## config.mk

```make
export PLATFORM = sky130hd
export DESIGN_NAME = sync_reg_wr_arbiter
export DESIGN_NICKNAME = d
export VERILOG_FILES = /design/src/rtl/sync_reg_wr_arbiter.sv
export SDC_FILE = /design/constraint.sdc
export NUM_CORES = 1
export LEC_CHECK = 0
export ABC_CLOCK_PERIOD_IN_PS = 4100
export CORE_MARGIN = 10
export CORE_UTILIZATION = 58
export CTS_CLUSTER_SIZE = 10
export DETAILED_ROUTE_END_ITERATION = 8
export GPL_TIMING_DRIVEN = 0
export PLACE_DENSITY = 0.86
export SLEW_MARGIN = 20
export SYNTH_ARGS = -nofsm -noshare
export SYNTH_HDL_FRONTEND = slang
export SYNTH_SLANG_ARGS = --single-unit
```

## constraint.sdc

```tcl
create_clock -name w_clk -period 4.1 [get_ports w_clk]
set_input_delay 0.615 -clock w_clk [delete_from_list [all_inputs] [get_ports w_clk]]
set_output_delay 0.615 -clock w_clk [all_outputs]
set_load 0.005 [all_outputs]
```

## src/rtl/sync_reg_wr_arbiter.sv

```systemverilog
// Write-side arbiter for a shared single-entry sync register.
// NREQ requesters compete round-robin. The winner's word is written into the
// register, which then gets one transfer cycle. The arbiter then waits for the
// read domain to toggle r_ack_tgl before it accepts the next request. A
// watchdog releases the register if no ack arrives. Acks that arrive outside
// WAIT_ACK are flagged as protocol errors.
module sync_reg_wr_arbiter #(
  parameter int SIZE    = 4,
  parameter int NREQ    = 4,
  parameter int TIMEOUT = 255
) (
  input  logic                    w_clk,
  input  logic                    rst,
  input  logic [NREQ-1:0]         req,
  input  logic [NREQ*SIZE-1:0]    req_data,
  input  logic                    r_ack_tgl,
  output logic [NREQ-1:0]         gnt,
  output logic [$clog2(NREQ)-1:0] gnt_id,
  output logic                    sr_w_en,
  output logic [SIZE-1:0]         sr_w_data,
  output logic                    busy,
  output logic                    timeout_err,
  output logic                    proto_err
);

  localparam int             IDW         = $clog2(NREQ);
  localparam logic [IDW-1:0] LAST_RST    = IDW'(NREQ - 1);
  localparam logic [7:0]     TIMEOUT_CNT = 8'(TIMEOUT);
  localparam bit             TIMEOUT_EN  = (TIMEOUT != 0);

  typedef enum logic [1:0] {
    IDLE     = 2'd0,
    WRITE    = 2'd1,
    XFER     = 2'd2,
    WAIT_ACK = 2'd3
  } state_t;

  state_t state;

  logic ack_sync1;
  logic ack_sync2;
  logic ack_hist;
  logic ack_pulse;

  logic [IDW-1:0]  last_gnt;
  logic [7:0]      wait_cnt;
  logic [7:0]      wait_cnt_inc;

  logic            win_found;
  logic [IDW-1:0]  win_id;
  logic [IDW-1:0]  cand;
  logic [NREQ-1:0] win_onehot;
  logic [SIZE-1:0] win_data;

  // Bring the read-domain toggle into w_clk and keep one history flop for edge detection.
  always_ff @(posedge w_clk or posedge rst) begin
    if (rst) begin
      ack_sync1 <= 1'b0;
      ack_sync2 <= 1'b0;
      ack_hist  <= 1'b0;
    end else begin
      ack_sync1 <= r_ack_tgl;
      ack_sync2 <= ack_sync1;
      ack_hist  <= ack_sync2;
    end
  end

  // Each toggle of r_ack_tgl shows up here as a single-cycle pulse.
  assign ack_pulse = ack_sync2 ^ ack_hist;

  assign wait_cnt_inc = wait_cnt + 8'd1;

  // Busy is decoded from the state alone, so an async reset clears it at once.
  assign busy = (state != IDLE);

  // Round-robin search that starts just after the last winner and wraps around.
  always_comb begin
    win_found  = 1'b0;
    win_id     = '0;
    cand       = '0;
    win_onehot = '0;
    win_data   = '0;
    for (int k = 0; k < NREQ; k++) begin
      cand = IDW'((int'(last_gnt) + 1 + k) % NREQ);
      if (!win_found && req[cand]) begin
        win_found        = 1'b1;
        win_id           = cand;
        win_onehot[cand] = 1'b1;
        win_data         = req_data[int'(cand)*SIZE +: SIZE];
      end
    end
  end

  // Main control FSM with registered grant, write strobe, data and error flags.
  always_ff @(posedge w_clk or posedge rst) begin
    if (rst) begin
      state       <= IDLE;
      gnt         <= '0;
      gnt_id      <= '0;
      sr_w_en     <= 1'b0;
      sr_w_data   <= '0;
      timeout_err <= 1'b0;
      proto_err   <= 1'b0;
      wait_cnt    <= '0;
      last_gnt    <= LAST_RST;
    end else begin
      sr_w_en <= 1'b0;
      gnt     <= '0;

      if (ack_pulse && (state != WAIT_ACK)) begin
        proto_err <= 1'b1;
      end

      case (state)
        IDLE: begin
          if (win_found) begin
            state     <= WRITE;
            sr_w_en   <= 1'b1;
            gnt       <= win_onehot;
            gnt_id    <= win_id;
            last_gnt  <= win_id;
            sr_w_data <= win_data;
          end
        end

        WRITE: begin
          state <= XFER;
        end

        XFER: begin
          state    <= WAIT_ACK;
          wait_cnt <= '0;
        end

        WAIT_ACK: begin
          if (ack_pulse) begin
            state <= IDLE;
          end else if (TIMEOUT_EN && (wait_cnt_inc == TIMEOUT_CNT)) begin
            timeout_err <= 1'b1;
            state       <= IDLE;
          end else begin
            wait_cnt <= wait_cnt_inc;
          end
        end

        default: begin
          state <= IDLE;
        end
      endcase
    end
  end

endmodule

```

### Word level (Yosys, flattened, before mapping)

Cells that the tools add are included.

* bits of input ports: 23
* word-level logic and storage cells: 104
* register bits after elaboration: 28

* equality and inequality tests: 9
* add/subtract/negate cells: 5
* bitwise operators: 5
* muxes and demuxes: 43
* $lt $le $gt $ge: 8
* reductions and logical operators: 18
* shift-type cells: 4

Operators with widths (count)
* $shiftx 16x5->4: 4
* $mux 4: 10
* $mux 8: 2
* $pmux 8 s2: 1
* $mux 1: 14
* $mux 2: 7
* $lt 2x3->1 const B: 4
* $or 4x4->4: 3
* $add 8x1->8 const B: 1
* $bmux 1 s2: 4
* $demux 1 s2: 4
* $eq 8x8->1 const B: 1
* $ge 2x1->1 const B: 4
* $logic_and 1x1->1: 8
* $ne 2x2->1 const B: 4
* $pmux 2 s4: 1
* $add 2x2->2 const B: 3
* $reduce_and 3->1: 2
* $eq 2x2->1 const B: 2
* $reduce_and 2->1: 2
* $reduce_bool 2->1: 2
* $logic_not 1->1: 3
* $ne 3x3->1 const B: 1
* $add 2x1->2 const B: 1
* other kinds (4): 4

### Depth between registers and ports, before layout

Gate-level depths: netlist (run 1).

* depth after elaboration: 15
* mapped depth: 11

### Worst setup path after synthesis (run 1)

Ideal clock, no wire load.

* kind: register -> register
* start point: register last_gnt[0]
* end point: register sr_w_data[0]
* cell stages (with the launch flop): 12
* arrival: 2.420 ns
* slack: 1.603 ns
* period minus slack after synthesis: 2.497 ns
* buffers on the path: 4
* data required time: 4.023 ns
* setup time: 0.077 ns
* cells stage by stage: dfstp_2 > buf_6 > inv_2 > ha_1 > or2_1 > clkbuf_1 > a2111oi_4 > or3_1 > buf_6 > buf_8 > a21oi_1 > a21oi_1

* cells in the longest elaborated chain, start to end: 14
* elaborated cells between the ends (all ways): 31
* classes of those cells: add/sub (4); shift (4); mux (16); reduce/logical (7)

Ends and longest elaborated chain
* start, declared: RTL line 45 `logic [IDW-1:0] last_gnt;`
* start signal, assigned: RTL line 121 `last_gnt <= win_id;`
* $add 2x1->2 *: RTL line 84 `cand = IDW'((int'(last_gnt) + 1 + k) % NREQ);`
* branches (longest 13 deep; another with $add 2x2->2)
* end signal, assigned: RTL line 122 `sr_w_data <= win_data;`
* end, declared: RTL line 20 `output logic [SIZE-1:0] sr_w_data,`

Mark *: on every way between the ends. The select of a mux whose other input is x is not followed.
A chain may end at the register's enable or synchronous reset.

### Worst setup path in the final report (run 1)

* start point: register last_gnt[0]
* end point: register sr_w_data[2]

Same word-level chain as after synthesis.

==> results of run 1 <==
[area by class of cell]
class | count | share of cell area
Timing Repair Buffer | 35 | 0.127
Tap cell | 48 | 0.0218
Clock inverter | 1 | 0.0109
Clock buffer | 3 | 0.0150
Buffer | 12 | 0.0295
Inverter | 15 | 0.0204
Multi-Input combinational cell | 188 | 0.521
Sequential cell | 28 | 0.255
[power breakdown]
group / leakage (nW) / internal, mW / total (mW) / switching (mW)
logic: 0.726 / 0.546 / 1.24 / 0.699
clock network: 0.0357 / 0.131 / 0.216 / 0.0856
registers: 0.349 / 0.367 / 0.437 / 0.0693
[worst max-delay path: cells and delay by family (launching register included)]
| kind | cells | cell delay (ns) |
|---|---|---|
| buffers and inverters | 5 | 0.81 |
| AOI/OAI and AO/OA | 3 | 0.78 |
| DFF | 1 | 0.63 |
| and+or+nand+nor | 2 | 0.41 |
| adders and majority gates | 1 | 0.29 |
[per-stage QoR]
| stage | setup WS (ns) | total power, mW | area (sq um) |
|---|---|---|---|
| floorplan | 1.60 | 1.31 | 2280 |
| global placement | 1.23 | 1.64 | 2690 |
| detailed placement | 1.13 | 1.66 | 2690 |
| CTS | 1.12 | 1.88 | 2760 |
| global route | 0.936 | 2.03 | 2760 |
| finish | 1.11 | 1.90 | 2760 |
[cell usage in the layout (no fill, tap or decap), drive strengths merged, types with 2 or more instances in the layout]
| master | netlist | final |
|---|---|---|
| mux4 | 4 | 4 |
| a211oi | 2 | 2 |
| nand3 | 8 | 8 |
| xor2 | 3 | 3 |
| a21o | 4 | 4 |
| clkdlybuf4s50 | 0 | 35 |
| clkbuf | 5 | 8 |
| a222oi | 3 | 3 |
| a211o | 4 | 4 |
| nand4 | 4 | 4 |
| or2 | 3 | 3 |
| nor2 | 11 | 11 |
| or4 | 2 | 2 |
| inv | 14 | 14 |
| dfstp | 2 | 2 |
| a221oi | 7 | 7 |
| o22ai | 2 | 2 |
| a21oi | 21 | 21 |
| o31ai | 12 | 12 |
| or3 | 4 | 4 |
| a31oi | 2 | 2 |
| a32oi | 3 | 3 |
| buf | 7 | 7 |
| mux2i | 18 | 18 |
| mux2 | 6 | 6 |
| nand2 | 20 | 20 |
| and2 | 3 | 3 |
| ha | 10 | 10 |
| o21ai | 11 | 11 |
| dfrtp | 26 | 26 |
[per-layer routing]
metal,vias to the layer above,global-route usage,part of all wire
met5,-,0,0
met4,0,0.0569,0.018
met3,12,0.0162,0.071
met2,113,0.292,0.50
met1,1024,0.219,0.41
li1,1010,-,-
[kinds of logic after synthesis]
group                    Yosys count  synth area share
AO/OA/AOI/OAI                     85             0.276
buffers and inverters             27            0.0604
flip-flops                        28             0.309
AND/OR/NAND/NOR                   61             0.135
adder cells (fa/ha/maj)           10            0.0549
XOR/XNOR                           4            0.0154
multiplexers                      28             0.150
[path summary, 6_finish.rpt]
check                           cells after the start  slack, ns                       end                    start
worst min register to register                      0       0.36       ack_sync2$_DFF_PP0_      ack_sync1$_DFF_PP0_
min in group asynchronous                           2       0.72   wait_cnt[4]$_DFFE_PP0P_                      rst
worst max-delay path                               11       1.11  sr_w_data[2]$_DFFE_PP0P_  last_gnt[0]$_DFFE_PP1P_
max in group asynchronous                           2       3.00   last_gnt[0]$_DFFE_PP1P_                      rst
worst max register to register                     11       1.11  sr_w_data[2]$_DFFE_PP0P_  last_gnt[0]$_DFFE_PP1P_
worst min-delay path                                0       0.36       ack_sync2$_DFF_PP0_      ack_sync1$_DFF_PP0_
[flip-flops by register name (all words and copies together), names as in the netlist]
signal	flops
last_gnt	2
ack_sync2	1
sr_w_data	4
gnt	4
proto_err	1
ack_sync1	1
timeout_err	1
gnt_id	2
ack_hist	1
sr_w_en	1
wait_cnt	8
state	2
==> impl_metrics.env, run 1 <==
export IMPL_status="finished, final reports clean"
export IMPL_finalSetupViolCount=0
export IMPL_cts_buffers_inserted=3
export IMPL_crit_chain="buf_6, inv_2, ha_1, or2_1, clkbuf_1, a2111oi_4, or3_1, buf_6, buf_8, a21oi_1, a21oi_1"
export IMPL_dp_hpwl_um=4450
export IMPL_ir_worst_vdd_mv=0.767
export IMPL_ys_seq_elements=28
export IMPL_cts_tree="done"
export IMPL_tns_ns=0
export IMPL_wl_per_cell_um=17.4
export IMPL_leakagePower_nw=1.11
export IMPL_antenna_found_initial=0
export IMPL_final_util=0.742
export IMPL_wirelength_um=5750
export IMPL_cts_resized_gates=0
export IMPL_power_density_nw_per_um2=688
export IMPL_synth_area_leaders="dfrtp_1, mux2i_1, ha_1"
export IMPL_cts_buffer_depth=2
export IMPL_multi_input_area_sq_um=1440
export IMPL_crit_slowest_cell="dfstp_2"
export IMPL_first_global_vias=1969
export IMPL_clk_pin_slew_ns=0.10
export IMPL_die_area_sq_um=6830
export IMPL_dp_cells=326
export IMPL_cts_max_level=1
export IMPL_arrival_ns=3.18
export IMPL_core_area_sq_um=3720
export IMPL_numPortBuffers=35
export IMPL_yosysTopAreaCell="dfrtp_1"
export IMPL_critPathMaxFanout=10
export IMPL_syn_area_per_cell_sq_um=9.37
export IMPL_synth_edf_count=0
export IMPL_drive_gt1_frac=0.117
export IMPL_crit_type="reg -> reg"
export IMPL_die_h_um=82.7
export IMPL_ys_types=61
export IMPL_final_max_slew_viol_count=0
export IMPL_drtPass1Iterations=5
export IMPL_grt_first_pass_wirelength_um=9540
export IMPL_async_reset_ff_frac=1.00
export IMPL_fillCellCount=285
export IMPL_holdWs_ns=0.358
export IMPL_rsz0062_at_grt="false"
export IMPL_syn_nets=276
export IMPL_fin_cells=330
export IMPL_hold_viol_final=0
export IMPL_cpPeakStageDelay_ns=0.63
export IMPL_ys_top_cells_by_count="dfrtp_1, nand2_1, a21oi_1, mux2i_1"
export IMPL_grt_max_degree=29
export IMPL_yosys_most_used_dff="dfrtp_1"
export IMPL_grt_usage=0.170
export IMPL_min_period_over_period=0.729
export IMPL_cts_sinks=28
export IMPL_gp_congestion=0.930
export IMPL_dr_first_iter_drc_count=117
export IMPL_tightest_slew_ns=0.715
export IMPL_syn_area_sq_um=2280
export IMPL_final_nets=316
export IMPL_fin_crit_ns=2.99
export IMPL_required_ns=4.29
export IMPL_io_pins=37
export IMPL_fin_skew_ns=0.00519
export IMPL_ys_warn_count=0
export IMPL_maxSlewHeadroom=0.510
export IMPL_hp_class="reg -> reg"
export IMPL_drc=0
export IMPL_num_vias=2159
export IMPL_start_util=0.613
export IMPL_fp_dieW_um=82.7
export IMPL_cp_end_kind="flip-flop"
export IMPL_holdBufCountCts=0
export IMPL_postSynthCellCount=243
export IMPL_routed_via_density=6.54
export IMPL_antenna_left=0
export IMPL_yosysTopAreaCellShare=0.286
export IMPL_cts_root_buffer="clkbuf_8"
export IMPL_yosysMostFrequentCell="dfrtp_1"
export IMPL_rows=22
export IMPL_crit_path_start_kind="flip-flop"
export IMPL_diodes=0
export IMPL_area_delta_synth_final_pct=21.2
export IMPL_max_freq_mhz=335
export IMPL_globalRoute_totalOverflow=0
export IMPL_clk_latency_ns=0.27
export IMPL_yosysSeqAreaShare=0.309
export IMPL_seqCellArea_sq_um=703
export IMPL_postCtsSetupBuffers=0
export IMPL_max_cap_violations=0
Power figures use the tool's default switching activity.
==> run 2, diff against run 1 <==
--- a/config.mk
+++ b/config.mk
@@ -5,13 +5,13 @@
 export SDC_FILE = /design/constraint.sdc
 export NUM_CORES = 1
 export LEC_CHECK = 0
-export ABC_CLOCK_PERIOD_IN_PS = 4100
+export ABC_CLOCK_PERIOD_IN_PS = 3000
 export CORE_MARGIN = 10
-export CORE_UTILIZATION = 58
+export CORE_UTILIZATION = 54
 export CTS_CLUSTER_SIZE = 10
 export DETAILED_ROUTE_END_ITERATION = 8
 export GPL_TIMING_DRIVEN = 0
-export PLACE_DENSITY = 0.86
+export PLACE_DENSITY = 0.81
 export SLEW_MARGIN = 20
 export SYNTH_ARGS = -nofsm -noshare
 export SYNTH_HDL_FRONTEND = slang
==> constraint.sdc (replaced) <==
create_clock -name w_clk -period 3 [get_ports w_clk]
set_input_delay 0.45 -clock w_clk [delete_from_list [all_inputs] [get_ports w_clk]]
set_output_delay 0.45 -clock w_clk [all_outputs]
set_load 0.005 [all_outputs]
==> run 2 against run 1 <==
- die area up 5.6%
- worst hold slack worse by 0.00060 ns
- core utilization down 5.2 points
- critical path type unchanged
- routed wire length down 2.1%
==> impl_metrics.env, run 2 (synthesis results as in run 1) <==
export IMPL_globalRoute_totalOverflow=0
export IMPL_critPathMaxFanout=10
export IMPL_leakagePower_nw=1.11
export IMPL_diodes=0
export IMPL_num_vias=2117
export IMPL_reg_largest_list="wait_cnt x8, gnt x4, sr_w_data x4"
export IMPL_status="finished, final reports clean"
export IMPL_crit_chain="buf_6, inv_2, ha_2, or2_2, clkbuf_1, buf_2, nand4_1, a21oi_4, o32ai_1, o21ai_1"
export IMPL_hold_viol_final=0
export IMPL_clk_latency_ns=0.27
export IMPL_ir_worst_vdd_mv=0.671
export IMPL_grt_first_pass_wirelength_um=9840
export IMPL_area_delta_synth_final_pct=22.2
export IMPL_max_freq_mhz=352
export IMPL_min_period_over_period=0.948
export IMPL_io_pins=37
export IMPL_die_h_um=84.9
export IMPL_grt_max_degree=29
export IMPL_setup_ws_ns=0.157
export IMPL_cts_sinks=28
export IMPL_routed_via_density=6.36
export IMPL_first_global_vias=2057
export IMPL_rsz0062_at_grt="false"
export IMPL_cts_buffers_inserted=3
export IMPL_final_nets=317
export IMPL_dr_first_iter_drc_count=144
export IMPL_dp_slack_ns=0.168
export IMPL_start_util=0.565
export IMPL_p_switching_mw=1.16
export IMPL_drtPass1Iterations=5
export IMPL_final_cell_mix="clkdlybuf4s50_1, dfrtp_1, nand2_1, a21oi_1, mux2i_1"
export IMPL_crit_slowest_cell="dfstp_2"
export IMPL_final_common_cell="clkdlybuf4s50_1"
export IMPL_wl_per_cell_um=16.9
export IMPL_max_cap_violations=0
export IMPL_final_max_slew_viol_count=0
export IMPL_cts_buffer_depth=2
export IMPL_arrival_ns=3.00
export IMPL_dp_hpwl_um=4360
export IMPL_tns_ns=0
export IMPL_final_util=0.691
export IMPL_clk_pin_slew_ns=0.09
export IMPL_core_area_sq_um=4030
export IMPL_finalSetupViolCount=0
export IMPL_internal_power_mw=1.44
export IMPL_die_area_sq_um=7210
export IMPL_fin_crit_ns=2.84
export IMPL_required_ns=3.16
export IMPL_drc=0
export IMPL_cts_root_buffer="clkbuf_8"
export IMPL_largest_reg_flops=8
export IMPL_holdWs_ns=0.358
export IMPL_seq_power_share=0.230
export IMPL_power_frac_comb=0.656
export IMPL_crit_path_start_kind="flip-flop"
export IMPL_wirelength_um=5630
export IMPL_fp_dieW_um=84.9
export IMPL_power_density_nw_per_um2=932
export IMPL_rows=23
export IMPL_max_flop_register="wait_cnt"
export IMPL_antenna_left=0
export IMPL_tightest_slew_ns=0.672
export IMPL_grt_usage=0.157
export IMPL_cpPeakStageDelay_ns=0.63
export IMPL_p_clk_frac=0.114
export IMPL_drive_gt1_frac=0.127
export IMPL_path_buf_inv=4
export IMPL_hp_class="reg -> reg"
export IMPL_gp_congestion=0.978
export IMPL_swShare=0.446
export IMPL_critPathTopFamily="buffers and inverters"
export IMPL_cts_tree="done"
export IMPL_crit_type="reg -> reg"
export IMPL_antenna_found_initial=0
export IMPL_cp_end_kind="flip-flop"
export IMPL_maxSlewHeadroom=0.539
export IMPL_fin_skew_ns=0.00188
export IMPL_cts_max_level=1
export IMPL_numPortBuffers=35
==> run 2: changes by cell type in the layout (fill, tap and decap cells not counted), sizes merged <==
cell,change
buf,+1
==> run 2: area by class of cell <==
cell class	instances	area (sq um)
fillers	326	1250
inverters	15	56.3
multi-input cells	188	1450
clock buffers	3	41.3
repair buffers	36	358
flip-flops and latches	28	703
plain buffers	12	81.3
clock inverters	1	30.0
well taps	50	62.6
==> run 2: routing by layer <==
metal / global-route usage / vias to the layer above / wire length [um]
li1: - / 1015 / -
met1: 0.197 / 1000 / 2380
met2: 0.257 / 87 / 2790
met3: 0.0239 / 15 / 330
met4: 0.0719 / 0 / 140
met5: 0 / - / 0
==> run 2: what timing repair did <==
action,CTS,global route
endpoints found under the setup margin,0,9
gates resized for setup,0,3
setup buffers,0,1
hold buffers,0,0
endpoints found under the hold margin,0,0
==> run 2: power by group through the flow <==
stage               clock network [mW]  registers (mW)  logic [mW]
finish                           0.296           0.595        1.70
global route                     0.320           0.612        1.87
CTS                              0.304           0.595        1.67
detailed placement                   0           0.603        1.66
global placement                     0           0.599        1.64
floorplan                            0           0.588        1.20
==> run 2: path summary, 6_finish.rpt <==
kind / from / end / slack, ns / cells after the start
max: last_gnt[0]$_DFFE_PP1P_ / gnt_id[0]$_DFFE_PP0P_ / 0.16 / 10
min: ack_sync1$_DFF_PP0_ / ack_sync2$_DFF_PP0_ / 0.36 / 0
max reg2reg: last_gnt[0]$_DFFE_PP1P_ / gnt_id[0]$_DFFE_PP0P_ / 0.16 / 10
min reg2reg: ack_sync1$_DFF_PP0_ / ack_sync2$_DFF_PP0_ / 0.36 / 0
max in group asynchronous: rst / sr_w_data[3]$_DFFE_PP0P_ / 2.06 / 2
min in group asynchronous: rst / gnt[1]$_DFF_PP0_ / 0.55 / 2
==> run 2: worst reg2reg max path, stage by stage (launching register included) <==
cell and delay (ns):
dfstp_2 0.63, buf_6 0.18, inv_2 0.13, ha_2 0.24, or2_2 0.30, clkbuf_1 0.18, buf_2 0.22, nand4_1 0.19
a21oi_4 0.13, o32ai_1 0.43, o21ai_1 0.10
==> run 2: through the flow <==
stage / instances / total power [mW] / cell area [sq um]
4_1_cts: 332 / 2.57 / 2760
3_3_place_gp: 328 / 2.24 / 2690
6_report: 333 / 2.59 / 2780
5_1_grt: 333 / 2.80 / 2780
2_1_floorplan: 243 / 1.79 / 2280
3_5_place_dp: 328 / 2.26 / 2690
